$ cat src/rtl/partition_err_meter_if.sv
// partition_err_meter_if: sweep control, partition stimulus/response and error results bundle (PARTITION_ERR_FIRST_EN adds first-error capture)
interface partition_err_meter_if #(
  parameter int PI_W = 8,
  parameter int PO_W = 4
);
  logic start;
  logic [PI_W-1:0] pi_out;
  logic [PO_W-1:0] po_exact;
  logic [PO_W-1:0] po_approx;
  logic busy;
  logic done;
  logic [PI_W:0] err_cnt;
  logic [PI_W+$clog2(PO_W):0] hd_sum;
  logic [PO_W-1:0] max_err;
`ifdef PARTITION_ERR_FIRST_EN
  logic [PI_W-1:0] first_err_pi;
  logic first_err_vld;
  modport master (output start, po_exact, po_approx,
                  input pi_out, busy, done, err_cnt, hd_sum, max_err, first_err_pi, first_err_vld);
  modport slave (input start, po_exact, po_approx,
                 output pi_out, busy, done, err_cnt, hd_sum, max_err, first_err_pi, first_err_vld);
`else
  modport master (output start, po_exact, po_approx,
                  input pi_out, busy, done, err_cnt, hd_sum, max_err);
  modport slave (input start, po_exact, po_approx,
                 output pi_out, busy, done, err_cnt, hd_sum, max_err);
`endif
endinterface

$ cat src/rtl/partition_err_meter.sv
// partition_err_meter: exhaustive exact-vs-approximate partition error sweep (PARTITION_ERR_FIRST_EN adds first-error capture)
module partition_err_meter #(
  parameter int PI_W = 8,
  parameter int PO_W = 4
) (
  input logic clk,
  input logic rst_n,
  partition_err_meter_if.slave bus
);
  localparam int HD_W = PI_W + $clog2(PO_W) + 1;
  localparam logic [PI_W:0] LAST = (PI_W+1)'(2**PI_W - 1);
  typedef enum logic [1:0] {IDLE, SWEEP, DRAIN, DONE} state_t;
  state_t state;
  logic [PI_W:0] cnt;
  logic s_valid;
  logic [PO_W-1:0] s_exact, s_approx;
`ifdef PARTITION_ERR_FIRST_EN
  logic [PI_W-1:0] s_pi;
`endif
  logic [PO_W-1:0] x, mag;
  logic [PO_W:0] diff, neg;
  logic [HD_W-1:0] pc;
  assign bus.pi_out = cnt[PI_W-1:0];
  // error metrics of the registered sample: xor, popcount and unsigned magnitude
  always_comb begin
    x = s_exact ^ s_approx;
    diff = {1'b0, s_exact} - {1'b0, s_approx};
    neg = -diff;
    mag = diff[PO_W] ? neg[PO_W-1:0] : diff[PO_W-1:0];
    pc = '0;
    for (int i = 0; i < PO_W; i++) pc = pc + HD_W'(x[i]);
  end
  // sweep FSM, sample stage and accumulators; a start clear overrides accumulation
  always_ff @(posedge clk or negedge rst_n) begin
    if (!rst_n) begin
      state <= IDLE;
      cnt <= '0;
      s_valid <= 1'b0;
      s_exact <= '0;
      s_approx <= '0;
      bus.busy <= 1'b0;
      bus.done <= 1'b0;
      bus.err_cnt <= '0;
      bus.hd_sum <= '0;
      bus.max_err <= '0;
`ifdef PARTITION_ERR_FIRST_EN
      s_pi <= '0;
      bus.first_err_pi <= '0;
      bus.first_err_vld <= 1'b0;
`endif
    end else begin
      if (s_valid) begin
        bus.err_cnt <= bus.err_cnt + (PI_W+1)'(|x);
        bus.hd_sum <= bus.hd_sum + pc;
        if (mag > bus.max_err) bus.max_err <= mag;
`ifdef PARTITION_ERR_FIRST_EN
        if (|x && !bus.first_err_vld) begin
          bus.first_err_pi <= s_pi;
          bus.first_err_vld <= 1'b1;
        end
`endif
      end
      case (state)
        IDLE, DONE: if (bus.start) begin
          state <= SWEEP;
          cnt <= '0;
          s_valid <= 1'b0;
          bus.busy <= 1'b1;
          bus.done <= 1'b0;
          bus.err_cnt <= '0;
          bus.hd_sum <= '0;
          bus.max_err <= '0;
`ifdef PARTITION_ERR_FIRST_EN
          bus.first_err_pi <= '0;
          bus.first_err_vld <= 1'b0;
`endif
        end
        SWEEP: begin
          s_valid <= 1'b1;
          s_exact <= bus.po_exact;
          s_approx <= bus.po_approx;
`ifdef PARTITION_ERR_FIRST_EN
          s_pi <= cnt[PI_W-1:0];
`endif
          if (cnt == LAST) state <= DRAIN;
          else cnt <= cnt + 1'b1;
        end
        default: begin
          s_valid <= 1'b0;
          state <= DONE;
          bus.busy <= 1'b0;
          bus.done <= 1'b1;
        end
      endcase
    end
  end
endmodule
$ cat src/flat_wrapper.sv
// flat-port wrapper written by rule: the top's interface ports become plain ports
module partition_err_meter_flat 
#(
  parameter int PI_W = 8,
  parameter int PO_W = 4
)
  (clk, rst_n, bus_start, bus_po_exact, bus_po_approx, bus_pi_out, bus_busy, bus_done, bus_err_cnt, bus_hd_sum, bus_max_err);
  partition_err_meter_if #(.PI_W(PI_W), .PO_W(PO_W)) bus_i ();
  input logic clk;
  input logic rst_n;
  input wire logic [$bits(bus_i.start)-1:0] bus_start;
  input wire logic [$bits(bus_i.po_exact)-1:0] bus_po_exact;
  input wire logic [$bits(bus_i.po_approx)-1:0] bus_po_approx;
  output wire logic [$bits(bus_i.pi_out)-1:0] bus_pi_out;
  output wire logic [$bits(bus_i.busy)-1:0] bus_busy;
  output wire logic [$bits(bus_i.done)-1:0] bus_done;
  output wire logic [$bits(bus_i.err_cnt)-1:0] bus_err_cnt;
  output wire logic [$bits(bus_i.hd_sum)-1:0] bus_hd_sum;
  output wire logic [$bits(bus_i.max_err)-1:0] bus_max_err;
  assign bus_i.start = bus_start;
  assign bus_i.po_exact = bus_po_exact;
  assign bus_i.po_approx = bus_po_approx;
  assign bus_pi_out = bus_i.pi_out;
  assign bus_busy = bus_i.busy;
  assign bus_done = bus_i.done;
  assign bus_err_cnt = bus_i.err_cnt;
  assign bus_hd_sum = bus_i.hd_sum;
  assign bus_max_err = bus_i.max_err;
  partition_err_meter #(.PI_W(PI_W), .PO_W(PO_W)) u_core (.clk(clk), .rst_n(rst_n), .bus(bus_i));
endmodule
$ cat config.mk
export PLATFORM = sky130hd
export DESIGN_NAME = partition_err_meter_flat
export DESIGN_NICKNAME = d
export VERILOG_FILES = /design/src/rtl/partition_err_meter_if.sv /design/src/rtl/partition_err_meter.sv /design/src/flat_wrapper.sv
export SDC_FILE = /design/constraint.sdc
export NUM_CORES = 1
export LEC_CHECK = 0
export ABC_AREA = 1
export CAP_MARGIN = 5
export CORE_UTILIZATION = 53
export CTS_CLUSTER_SIZE = 40
export DETAILED_ROUTE_END_ITERATION = 10
export GPL_ROUTABILITY_DRIVEN = 0
export PLACE_DENSITY = 0.8
export SETUP_SLACK_MARGIN = 0.3
export SYNTH_ARGS = -nofsm -noshare
export SYNTH_HDL_FRONTEND = slang
export SYNTH_SLANG_ARGS = --single-unit
$ cat constraint.sdc
create_clock -name clk -period 3.1 [get_ports clk]
set_input_delay 0.93 -clock clk [delete_from_list [all_inputs] [get_ports clk]]
set_output_delay 0.93 -clock clk [all_outputs]
set_load 0.1 [all_outputs]
==> impl_metrics.py <==
metrics = {
    "floorplanning": {
        "coreArea_mm2": 0.00479,
        "num_rows": 25,
        "die_x_um": 73.2,
        "io_pins": 45,
        "start_util_pct": 56.1,
        "die_area_mm2": 0.00536,
        "die-height_um": 73.2,
    },
    "status": {
        "outcome": "finished clean",
    },
    "worst_setup_path": {
        "cp-startpoint": "u_core.s_exact[1]",
        "critPathTopFamily": "adder cells",
        "worstSetupPathType": "reg2reg",
        "worstPathRequired_ns": 3.27,
        "cp-start-kind": "flip-flop",
        "path_cells": "ha_4 -> inv_2 -> ha_4 -> inv_2 -> fa_1 -> inv_2 -> ha_4 -> fa_2 -> nand2_2 -> nand2_2 -> nand2_2 -> nor2_4 -> nand2_2 -> xor2_1 -> nor2_1",
        "reg2reg_depth": 15,
        "r2r_slack_ns": 0.24,
        "reg2reg_from": "u_core.s_exact[1]",
        "cp-end-kind": "flip-flop",
        "critPathSlowestCell": "fa_1",
        "cp_slowest_stage_delay_ns": 0.54,
        "crit_fanout": 3,
        "crit_buf_inv": 3,
        "cpMostUsedCell": "nand2_2",
        "rr_endpoint": "u_core.bus.hd_sum[6]",
        "arrival_ns": 3.03,
    },
    "placement": {
        "dp_slack_ns": 0.146,
        "dpl.hpwl_um": 4190,
        "dp_cells": 442,
        "io_buffer_count": 44,
    },
    "yosys": {
        "synthArstFlopShare_pct": 100,
        "synth_edf_count": 0,
        "synthCells": 339,
        "ys.flop_type": "dfrtp_1",
        "synth_area_mm2": 0.00269,
        "ys_seq_area_share_pct": 42.9,
        "synth.distinct_cells": 30,
        "syn_area_per_cell_um2": 7.92,
        "synth-seq-cells": 46,
        "syn_nets": 374,
        "ys_warn_count": 0,
    },
    "route": {
        "drc": 0,
        "dr.first_iter.drc_count": 138,
        "wl_um": 5890,
        "vias_per_cell": 5.11,
        "avgRoutedWirePerCell_um": 12.9,
        "vias": 2336,
        "first_pass_iters": 4,
        "ant_nets": 0,
    },
    "sta": {
        "fin_crit_sh_pct": 92.1,
        "fin_skew_ns": 0.00428,
        "max-slew-margin-rel_pct": 66.2,
        "max_freq_mhz": 350,
        "setup_ws_ns": 0.245,
        "finalSetupViolations": 0,
        "drv_slew": 0,
        "worst-slew-pin-transition_ns": 0.507,
        "tns_ns": 0,
        "rsz0062_at_grt": "yes",
        "hold_viol": 0,
        "min_period_ns": 2.86,
    },
    "clocking": {
        "clkSinkCount": 46,
        "path_clk_slew_ns": 0.08,
        "cts_made_buffers": 5,
        "h-tree-depth": 2,
        "clock_latency_ns": 0.29,
        "cts_tree": "done",
        "hold_buffers": 0,
        "cts.path.max_buffers": 2,
        "root_buffer": "clkbuf_8",
    },
    "finish": {
        "nNetsFinal": 424,
        "drive_above_1_share_pct": 23.1,
        "fillers": 384,
        "layout_commonest_cell": "nand2_1",
        "layoutNonFillerInstCount": 457,
        "antennaDiodeCount": 0,
        "area_growth_pct": 24.2,
        "final_cell_mix": "nand2_1 (67), dfrtp_1 (45), buf_4 (44)",
    },
    "worst_hold_path": {
        "hold_path_class": "reg2reg",
        "hold_path_depth": 2,
        "holdPathEnd": "u_core.s_exact[3]",
        "worstHoldStart": "u_core.s_exact[3]",
    },
    "grt": {
        "grt_pass1_vias": 2099,
        "gr-total-overflow": 0,
        "grt_pass1_wl_um": 9360,
        "antenna_found_initial": 0,
        "grt_max_degree": 21,
        "grt_use_total_pct": 23.1,
    },
    "job": {
        "cap_violations": 0,
    },
}
cell type report:
| class | count | area (um^2) | share of cell area (%) |
|---|---|---|---|
| well taps | 67 | 83.8 | 2.51 |
| flip-flops and latches | 46 | 1150 | 34.5 |
| clock buffers | 7 | 86.3 | 2.59 |
| multi-input cells | 232 | 1390 | 41.7 |
| clock inverters | 1 | 5.00 | 0.150 |
| inverters | 50 | 190 | 5.70 |
| repair buffers | 54 | 425 | 12.8 |
stage by stage:
| stage | util (%) | hold slack, ns | instance area (um^2) |
|---|---|---|---|
| 2_1_floorplan | - | 0.446 | 2700 |
| 3_3_place_gp | 64.5 | 0.460 | 3090 |
| 3_5_place_dp | 64.5 | 0.470 | 3090 |
| 4_1_cts | 67.1 | 0.491 | 3210 |
| 5_1_grt | 69.7 | 0.517 | 3340 |
| 6_report | 69.7 | 0.487 | 3340 |
Yosys cell counts, types with 3 or more instances:
| master | n | area, um^2 |
|---|---|---|
| nor3_1 | 8 | 40.0 |
| nor2_1 | 46 | 173 |
| dfrtp_1 | 46 | 1150 |
| clkbuf_1 | 3 | 11.3 |
| buf_4 | 8 | 60.1 |
| inv_1 | 45 | 169 |
| nand3_1 | 17 | 85.1 |
| fa_1 | 3 | 60.1 |
| o21ai_0 | 25 | 125 |
| nand2_1 | 73 | 274 |
| a21oi_1 | 17 | 85.1 |
| ha_1 | 21 | 263 |
| nand4_1 | 4 | 25.0 |
state kept, by name, indices dropped and copies added, names as in the netlist:
register / flops
u_core.bus.hd_sum: 11
u_core.bus.err_cnt: 9
u_core.cnt: 9
u_core.bus.max_err: 4
u_core.s_approx: 4
u_core.s_exact: 4
u_core.state: 2
u_core.bus.busy: 1
u_core.bus.done: 1
u_core.s_valid: 1
cell families after synthesis:
logic type	share of synthesized area, %
AND/OR/NAND/NOR	24.9
XOR/XNOR	0.978
flip-flops	42.9
buffers and inverters	9.73
adder cells (fa/ha/maj)	12.0
AO/OA/AOI/OAI	9.55
per-layer routing:
metal  track usage [%]  vias up  wire length (um)
met2              39.5       41              2920
met5                 0        -                 0
met3              3.87        8               203
met4              7.19        0                82
met1              29.8     1103              2680
li1                  -     1184                 -
timing repair:
| action | in CTS | in global routing |
|---|---|---|
| gates resized for setup | 5 | 30 |
| gates cloned | 0 | 0 |
| pin swaps | 1 | 15 |
| setup endpoints to repair | 6 | 8 |
| setup buffers | 2 | 5 |
worst max path at each step:
stage                                 to  slack, ns  cells past startpoint
floorplan           u_core.bus.hd_sum[6]       0.32                     15
global placement    u_core.bus.hd_sum[6]       0.26                     15
detailed placement  u_core.bus.hd_sum[6]       0.15                     15
CTS                 u_core.bus.hd_sum[6]       0.29                     15
global route        u_core.bus.hd_sum[6]       0.13                     15
finish              u_core.bus.hd_sum[6]       0.24                     15
worst min-delay path: cells and delay by family (launching register included):
kind,cells,cell delay [ns]
DFF,1,0.36
and+or+nand+nor,2,0.10
Power is not shown: default switching activity piles up to over one toggle a cycle in this logic, so the estimate is an artifact.
